[src/rtl/wbgpio_irq.sv]
// wbgpio_irq: Wishbone GPIO with per-pin direction, set/clear, 2-FF sync and W1C edge interrupts.
// Define GPIO_DEBOUNCE_EN to add a per-pin DEBOUNCE_CYC stability filter on the inputs.
module wbgpio_irq #(
  parameter int NIO = 8,
  parameter logic [NIO-1:0] DEFAULT_OUT = '0,
  parameter logic [NIO-1:0] DEFAULT_DIR = '0,
  parameter int DEBOUNCE_CYC = 16
) (
  input  logic           i_clk,
  input  logic           i_reset_n,
  input  logic           i_wb_cyc,
  input  logic           i_wb_stb,
  input  logic           i_wb_we,
  input  logic [2:0]     i_wb_addr,
  input  logic [31:0]    i_wb_data,
  output logic           o_wb_ack,
  output logic           o_wb_stall,
  output logic [31:0]    o_wb_data,
  input  logic [NIO-1:0] i_gpio,
  output logic [NIO-1:0] o_gpio,
  output logic [NIO-1:0] o_gpio_oe,
  output logic           o_int
);
  logic [NIO-1:0] out_q, out_d, dir_q, dir_d, ren_q, ren_d, fen_q, fen_d, pend_q, pend_d;
  logic [NIO-1:0] s1_q, s2_q, filt_q, filt_d, prev_q;
  logic [NIO-1:0] wd, rv, w1c, rise, fall;
  logic [31:0] rd_q, rd_d;
  logic ack_q, int_q, acc, wr;
  logic unused_wd;
  assign unused_wd = ^i_wb_data;
  always_comb begin
    acc = i_wb_cyc & i_wb_stb;
    wr = acc & i_wb_we;
    wd = i_wb_data[NIO-1:0];
    out_d = (wr && i_wb_addr == 3'd1) ? wd :
            (wr && i_wb_addr == 3'd2) ? out_q | wd :
            (wr && i_wb_addr == 3'd3) ? out_q & ~wd : out_q;
    dir_d = (wr && i_wb_addr == 3'd4) ? wd : dir_q;
    ren_d = (wr && i_wb_addr == 3'd5) ? wd : ren_q;
    fen_d = (wr && i_wb_addr == 3'd6) ? wd : fen_q;
    w1c = (wr && i_wb_addr == 3'd7) ? wd : '0;
    rise = filt_q & ~prev_q;
    fall = prev_q & ~filt_q;
    // a fresh edge is ORed in after the clear so it is never lost to a racing W1C
    pend_d = (pend_q & ~w1c) | (rise & ren_q) | (fall & fen_q);
    rv = (i_wb_addr == 3'd0) ? filt_q :
         (i_wb_addr == 3'd1) ? out_q :
         (i_wb_addr == 3'd4) ? dir_q :
         (i_wb_addr == 3'd5) ? ren_q :
         (i_wb_addr == 3'd6) ? fen_q :
         (i_wb_addr == 3'd7) ? pend_q : '0;
    rd_d = '0;
    rd_d[NIO-1:0] = rv;
  end
`ifdef GPIO_DEBOUNCE_EN
  logic [NIO-1:0][15:0] cnt_q, cnt_d;
  always_comb begin
    filt_d = filt_q;
    cnt_d = cnt_q;
    for (int k = 0; k < NIO; k++) begin
      cnt_d[k] = (s2_q[k] == filt_q[k]) ? 16'd0 : cnt_q[k] + 16'd1;
      if (s2_q[k] != filt_q[k] && cnt_q[k] == 16'(DEBOUNCE_CYC - 1)) begin
        filt_d[k] = s2_q[k];
        cnt_d[k] = 16'd0;
      end
    end
  end
  always_ff @(posedge i_clk or negedge i_reset_n)
    if (!i_reset_n) cnt_q <= '0;
    else cnt_q <= cnt_d;
`else
  assign filt_d = s2_q;
`endif
  always_ff @(posedge i_clk or negedge i_reset_n) begin
    if (!i_reset_n) begin
      out_q <= DEFAULT_OUT;
      dir_q <= DEFAULT_DIR;
      ren_q <= '0;
      fen_q <= '0;
      pend_q <= '0;
      s1_q <= '0;
      s2_q <= '0;
      filt_q <= '0;
      prev_q <= '0;
      ack_q <= 1'b0;
      rd_q <= '0;
      int_q <= 1'b0;
    end else begin
      out_q <= out_d;
      dir_q <= dir_d;
      ren_q <= ren_d;
      fen_q <= fen_d;
      pend_q <= pend_d;
      s1_q <= i_gpio;
      s2_q <= s1_q;
      filt_q <= filt_d;
      prev_q <= filt_q;
      ack_q <= acc;
      rd_q <= acc ? rd_d : rd_q;
      int_q <= |(pend_q & (ren_q | fen_q));
    end
  end
  assign o_wb_ack = ack_q;
  assign o_wb_stall = 1'b0;
  assign o_wb_data = rd_q;
  assign o_gpio = out_q;
  assign o_gpio_oe = dir_q;
  assign o_int = int_q;
endmodule
[config.mk]
export PLATFORM = sky130hd
export DESIGN_NAME = wbgpio_irq
export DESIGN_NICKNAME = d
export VERILOG_FILES = /design/src/rtl/wbgpio_irq.sv
export SDC_FILE = /design/constraint.sdc
export NUM_CORES = 1
export LEC_CHECK = 0
export BUFFER_PORTS_ARGS = -buffer_cell sky130_fd_sc_hd__buf_4
export CAP_MARGIN = 15
export CORE_MARGIN = 3
export CORE_UTILIZATION = 52
export DETAILED_ROUTE_END_ITERATION = 6
export PLACE_DENSITY_LB_ADDON = 0.1
export SLEW_MARGIN = 20
export SYNTH_ARGS = -nofsm -noshare
export SYNTH_HDL_FRONTEND = slang
export SYNTH_SLANG_ARGS = --single-unit
[constraint.sdc]
create_clock -name i_clk -period 1.67 [get_ports i_clk]
set_input_delay 0.0835 -clock i_clk [delete_from_list [all_inputs] [get_ports i_clk]]
set_output_delay 0.0835 -clock i_clk [all_outputs]
set_load 0.01 [all_outputs]
== Word level (Yosys, flattened, before mapping) ==
Cells that the tools add are included.

* Register bits: 82
* Output and inout bits: 51
* Word-level logic and storage cells: 56

* Equality and inequality tests: 7
* Mux-type cells: 10
* Bitwise operators: 17
* Reductions and logical operators: 10

{| class="wikitable"
|+ Operators by type and width
! kind !! number
|-
| 8-bit two-way mux || 10
|-
| 8-bit bitwise AND || 7
|-
| 8-bit NOT || 4
|-
| 8-bit bitwise OR || 4
|-
| 3-bit == test, second input constant || 4
|-
| 8-bit OR reduction || 1
|-
| 1-bit logical AND || 7
|-
| 3-bit by 2-bit == test with 1-bit output, second input constant || 2
|-
| 3-bit by 1-bit == test with 1-bit output, second input constant || 1
|-
| 3-bit logical NOT || 1
|-
| 3-bit nonzero test || 1
|-
| 1-bit bitwise AND || 2
|}

== Logic depth before layout (Yosys ltp) ==
* Depth in word-level cells: 8
* Mapped depth: 6

== Worst setup path before layout ==
Ideal clock, no wire load.

* Kind: register to register
* From: reg dir_q[0] (netlist: o_gpio_oe[0])
* To: reg rd_q[0] (netlist: o_wb_data[0])
* Setup time: 137 ps
* Arrival: 1136 ps
* Required time: 1533 ps
* Setup slack: 397 ps
* Cell stages (with the launch flop): 4
* Path buffers: 0
* Period minus slack after synthesis: 1273 ps
* Path through: dfrtp_1 mux4_1 a22oi_1 a21oi_1

* Longest elaborated chain between the ends: 3

{| class="wikitable"
|+ Ends and longest elaborated chain
! item !! RTL line !! source
|-
| from (decl) || 24 || <nowiki>logic [NIO-1:0] out_q, out_d, dir_q, dir_d, ren_q, ren_d, fen_q, fen_d, pend_q, pend_d;</nowiki>
|-
| from (signal assigned) || 90 || <nowiki>dir_q <= dir_d;</nowiki>
|-
| 8-bit two-way mux || 48 || <nowiki>(i_wb_addr == 3'd4) ? dir_q :</nowiki>
|-
| 8-bit two-way mux || 47 || <nowiki>(i_wb_addr == 3'd1) ? out_q :</nowiki>
|-
| 8-bit two-way mux || 46 || <nowiki>rv = (i_wb_addr == 3'd0) ? filt_q :</nowiki>
|-
| to (signal assigned) || 99 || <nowiki>rd_q <= acc ? rd_d : rd_q;</nowiki>
|-
| to (decl) || 27 || <nowiki>logic [31:0] rd_q, rd_d;</nowiki>
|}

No other way between the ends.
A chain may end at the register's enable or synchronous reset.

== Final worst setup path ==
* From: reg fen_q[5]
* To: reg rd_q[5] (netlist: o_wb_data[5])

* Longest elaborated chain between the ends: 5

{| class="wikitable"
|+ Ends and longest elaborated chain
! item !! RTL line !! source
|-
| from (decl) || 24 ||
|-
| from (signal assigned) || 92 || <nowiki>fen_q <= fen_d;</nowiki>
|-
| 8-bit two-way mux || 50 || <nowiki>(i_wb_addr == 3'd6) ? fen_q :</nowiki>
|-
| 8-bit two-way mux || 49 || <nowiki>(i_wb_addr == 3'd5) ? ren_q :</nowiki>
|-
| 8-bit two-way mux || 48 ||
|-
| 8-bit two-way mux || 47 ||
|-
| 8-bit two-way mux || 46 ||
|}

No other way between the ends.

==> results.py <==
metrics = {
    "run_status": {
        "outcome": "completed",
    },
    "floorplanning": {
        "initial_utilization": 0.552,
        "fp-row-count": 29,
        "die_area_sq_mm": 0.00801,
        "die_y_um": 89.5,
        "core_area_sq_mm": 0.00657,
        "ios": 99,
        "dieWidth_um": 89.5,
    },
    "pwr": {
        "leakagePower_nw": 1.97,
        "vdd_ir_drop_max_mv": 0.684,
        "p_per_area_mw_per_mm2": 1100,
    },
    "synth": {
        "yosysTopAreaCell": "dfrtp_1",
        "synth_edf_count": 0,
        "synth_area_leaders": "dfrtp_1 (57%), mux2_2 (9.6%), buf_4 (5.4%), mux4_1 (2.9%), nand3_1 (2.3%)",
        "ys_seq_elements": 82,
        "synth_common_cells": "dfrtp_1 (82), mux2_2 (31), buf_4 (26), nand3_1 (17), o21ai_0 (17)",
        "syn_area_sq_mm": 0.00363,
        "synth_ff_type": "dfrtp_1",
        "synth_cell_types": 38,
        "synth_top_area_share": 0.566,
        "synthMuxAreaShare": 0.149,
        "postSynthCellCount": 281,
        "avgSynthCellArea_sq_um": 12.9,
        "synth_compound_area_frac": 0.0939,
        "yosys.area_share.simple": 0.112,
        "yosysWarningCount": 0,
        "synth_top_family_by_area": "multiplexers",
        "synth-xor-area-share": 0.00242,
        "synth-seq-area-share": 0.566,
        "async_flop_share": 1.00,
        "synth.most_common_cell": "dfrtp_1",
        "synthAdderAreaFrac": 0,
    },
    "clock_tree": {
        "cts.sinks": 82,
        "clk_pin_slew_ns": 0.08,
        "clock-root-buffer": "clkbuf_8",
        "cts_tree": "yes",
        "clk_latency_ns": 0.34,
        "post_cts_resized": 0,
        "post-cts-setup-buffers": 0,
        "clockBufferDepth": 2,
        "numCtsBuffers": 9,
        "cts.htree.levels": 3,
    },
    "routing": {
        "vias_per_cell": 5.26,
        "routed_wl_mm": 7.69,
        "wire_per_inst_um": 17.0,
        "drtIter0Drc": 119,
        "final_antenna_net_count": 0,
        "drc_errors": 0,
        "drt-pass1-iter-count": 4,
        "vias": 2384,
    },
    "critical_path": {
        "path_max_fanout": 4,
        "reg2reg_to": "o_wb_data[5]",
        "crit_type": "register to register",
        "required_ns": 1.88,
        "arrival_ns": 1.63,
        "startpoint_type": "register",
        "ff2ff_path_depth": 3,
        "worst_setup_path_end_kind": "register",
        "startpoint": "fen_q[5]",
        "timing.rr.start": "fen_q[5]",
        "r2r_slack_ns": 0.26,
        "endpoint": "o_wb_data[5]",
    },
    "place": {
        "post-place-ws_ns": 0.196,
        "dp_hpwl_mm": 5.35,
        "gp_congestion": 0.811,
        "port_buffers": 49,
    },
    "sta": {
        "maxSlewViolCount": 0,
        "setup_slack_ns": 0.258,
        "min_period_ns": 1.41,
        "skew_ns": 0.00516,
        "totalNegativeSetupSlack_ns": 0,
        "rsz0062_at_grt": "false",
        "period_share": 0.845,
        "fmax_ghz": 0.708,
        "final-setup-viol-count": 0,
        "hold_viol_final": 0,
    },
    "global_route": {
        "grt_pass1_vias": 2378,
        "grt.overflow.total": 0,
        "grt_usage": 0.205,
        "antenna_found_initial": 0,
        "grt_pass1_wl_mm": 12.1,
        "grt_max_degree": 38,
    },
    "hold_path": {
        "hp-class": "input port to register",
    },
    "cells_and_area": {
        "postLayoutCoreUtil": 0.665,
        "antenna_cells": 0,
        "nets": 403,
        "syn_to_final_growth_pct": 20.5,
        "layout-drive-gt1-share": 0.331,
    },
    "job": {
        "maxCapViolCount": 0,
    },
}
-- worst min-delay path by stage --
stage | startpoint | endpoint | slack, ns | depth (start not counted)
2_1_floorplan | i_reset_n | asynchronous set/reset pin | -0.21 | 0
3_3_place_gp | i_reset_n | o_gpio_oe[7] | 0.06 | 1
3_5_place_dp | i_reset_n | asynchronous set/reset pin | 0.06 | 1
4_1_cts | i_wb_data[7] | o_gpio_oe[7] | 0.002 | 2
5_1_grt | i_wb_data[6] | register | 0.009 | 2
6_report | i_wb_data[6] | register | 0.02 | 2
-- per-stage QoR --
stage	hold WS, ns	power [W]	std cells	cell area, sq um
after floorplan	-0.212	0.00301	305	3720
after global placement	0.0581	0.00338	425	4050
after detailed placement	0.0561	0.00341	425	4050
after CTS	0.00176	0.00485	452	4360
after global routing	0.00942	0.00506	453	4370
final	0.0209	0.00480	453	4370
-- cell type report --
class / count / area (sq um)
clock buffer: 12 / 145
clock inverter: 4 / 51.3
fill: 503 / 2200
inverter: 1 / 3.75
multi-input combinational: 185 / 1390
sequential: 82 / 2050
tap: 93 / 116
timing repair buffer: 76 / 613
-- power breakdown --
part	total, W	switching, W	leakage [nW]	internal, W
clock network	0.00141	0.000677	0.0966	0.000734
registers	0.00246	0.000206	0.969	0.00225
logic	0.000930	0.000418	0.908	0.000512
-- cells in the final DEF, fill, tap and decap left out, types with 2 or more instances in the layout --
| master | netlist | final |
|---|---|---|
| dfrtp_1 | 82 | 82 |
| buf_4 | 26 | 63 |
| mux2_2 | 31 | 31 |
| conb_1 | 1 | 25 |
| nand3_1 | 17 | 17 |
| o21ai_0 | 17 | 17 |
| dlygate4sd3_1 | 0 | 12 |
| nand2b_1 | 11 | 11 |
| nand2_1 | 10 | 10 |
| clkbuf_8 | 0 | 10 |
| nand3b_1 | 8 | 8 |
| a21o_1 | 8 | 8 |
| a22o_1 | 8 | 8 |
| nor2_1 | 8 | 8 |
| a21oi_1 | 7 | 7 |
| a22oi_1 | 6 | 6 |
| mux2i_1 | 4 | 4 |
| mux4_1 | 4 | 4 |
| nor3_4 | 3 | 3 |
| and2_1 | 2 | 2 |
| nand4_1 | 2 | 2 |
| mux4_2 | 2 | 2 |
| clkbuf_1 | 4 | 2 |
-- critical path: stages, from the launching register on --
cell and delay (ns):
dfrtp_1 0.41, mux4_2 0.47, a22oi_1 0.30, a21oi_1 0.12
-- cell families after synthesis --
logic type,after synthesis
DFF,82
and+or+nand+nor,67
AOI/OAI and AO/OA,51
muxes,41
buffers and inverters,38
xor gates and xnor gates,1
other,1
-- registers in the layout (all words and copies together) (netlist names), named ones only --
name,count
fen_q,8
filt_d,8
filt_q,8
o_gpio_oe,8
o_wb_data,8
pend_q,8
prev_q,8
ren_q,8
s1_q,8
o_int,1
o_wb_ack,1
-- routing by layer --
metal,GRT usage,wire (um),vias up
met5,0,0,-
li1,-,-,1107
met4,0.0690,53,0
met2,0.324,3610,88
met1,0.294,3510,1184
met3,0.0304,520,5
-- timing repair --
item / CTS / global route
setup endpoints to repair: 0 / 0
endpoints found under the hold margin: 40 / 1
hold buffers: 11 / 1
Note: power is estimated with default switching activity, not from simulation.
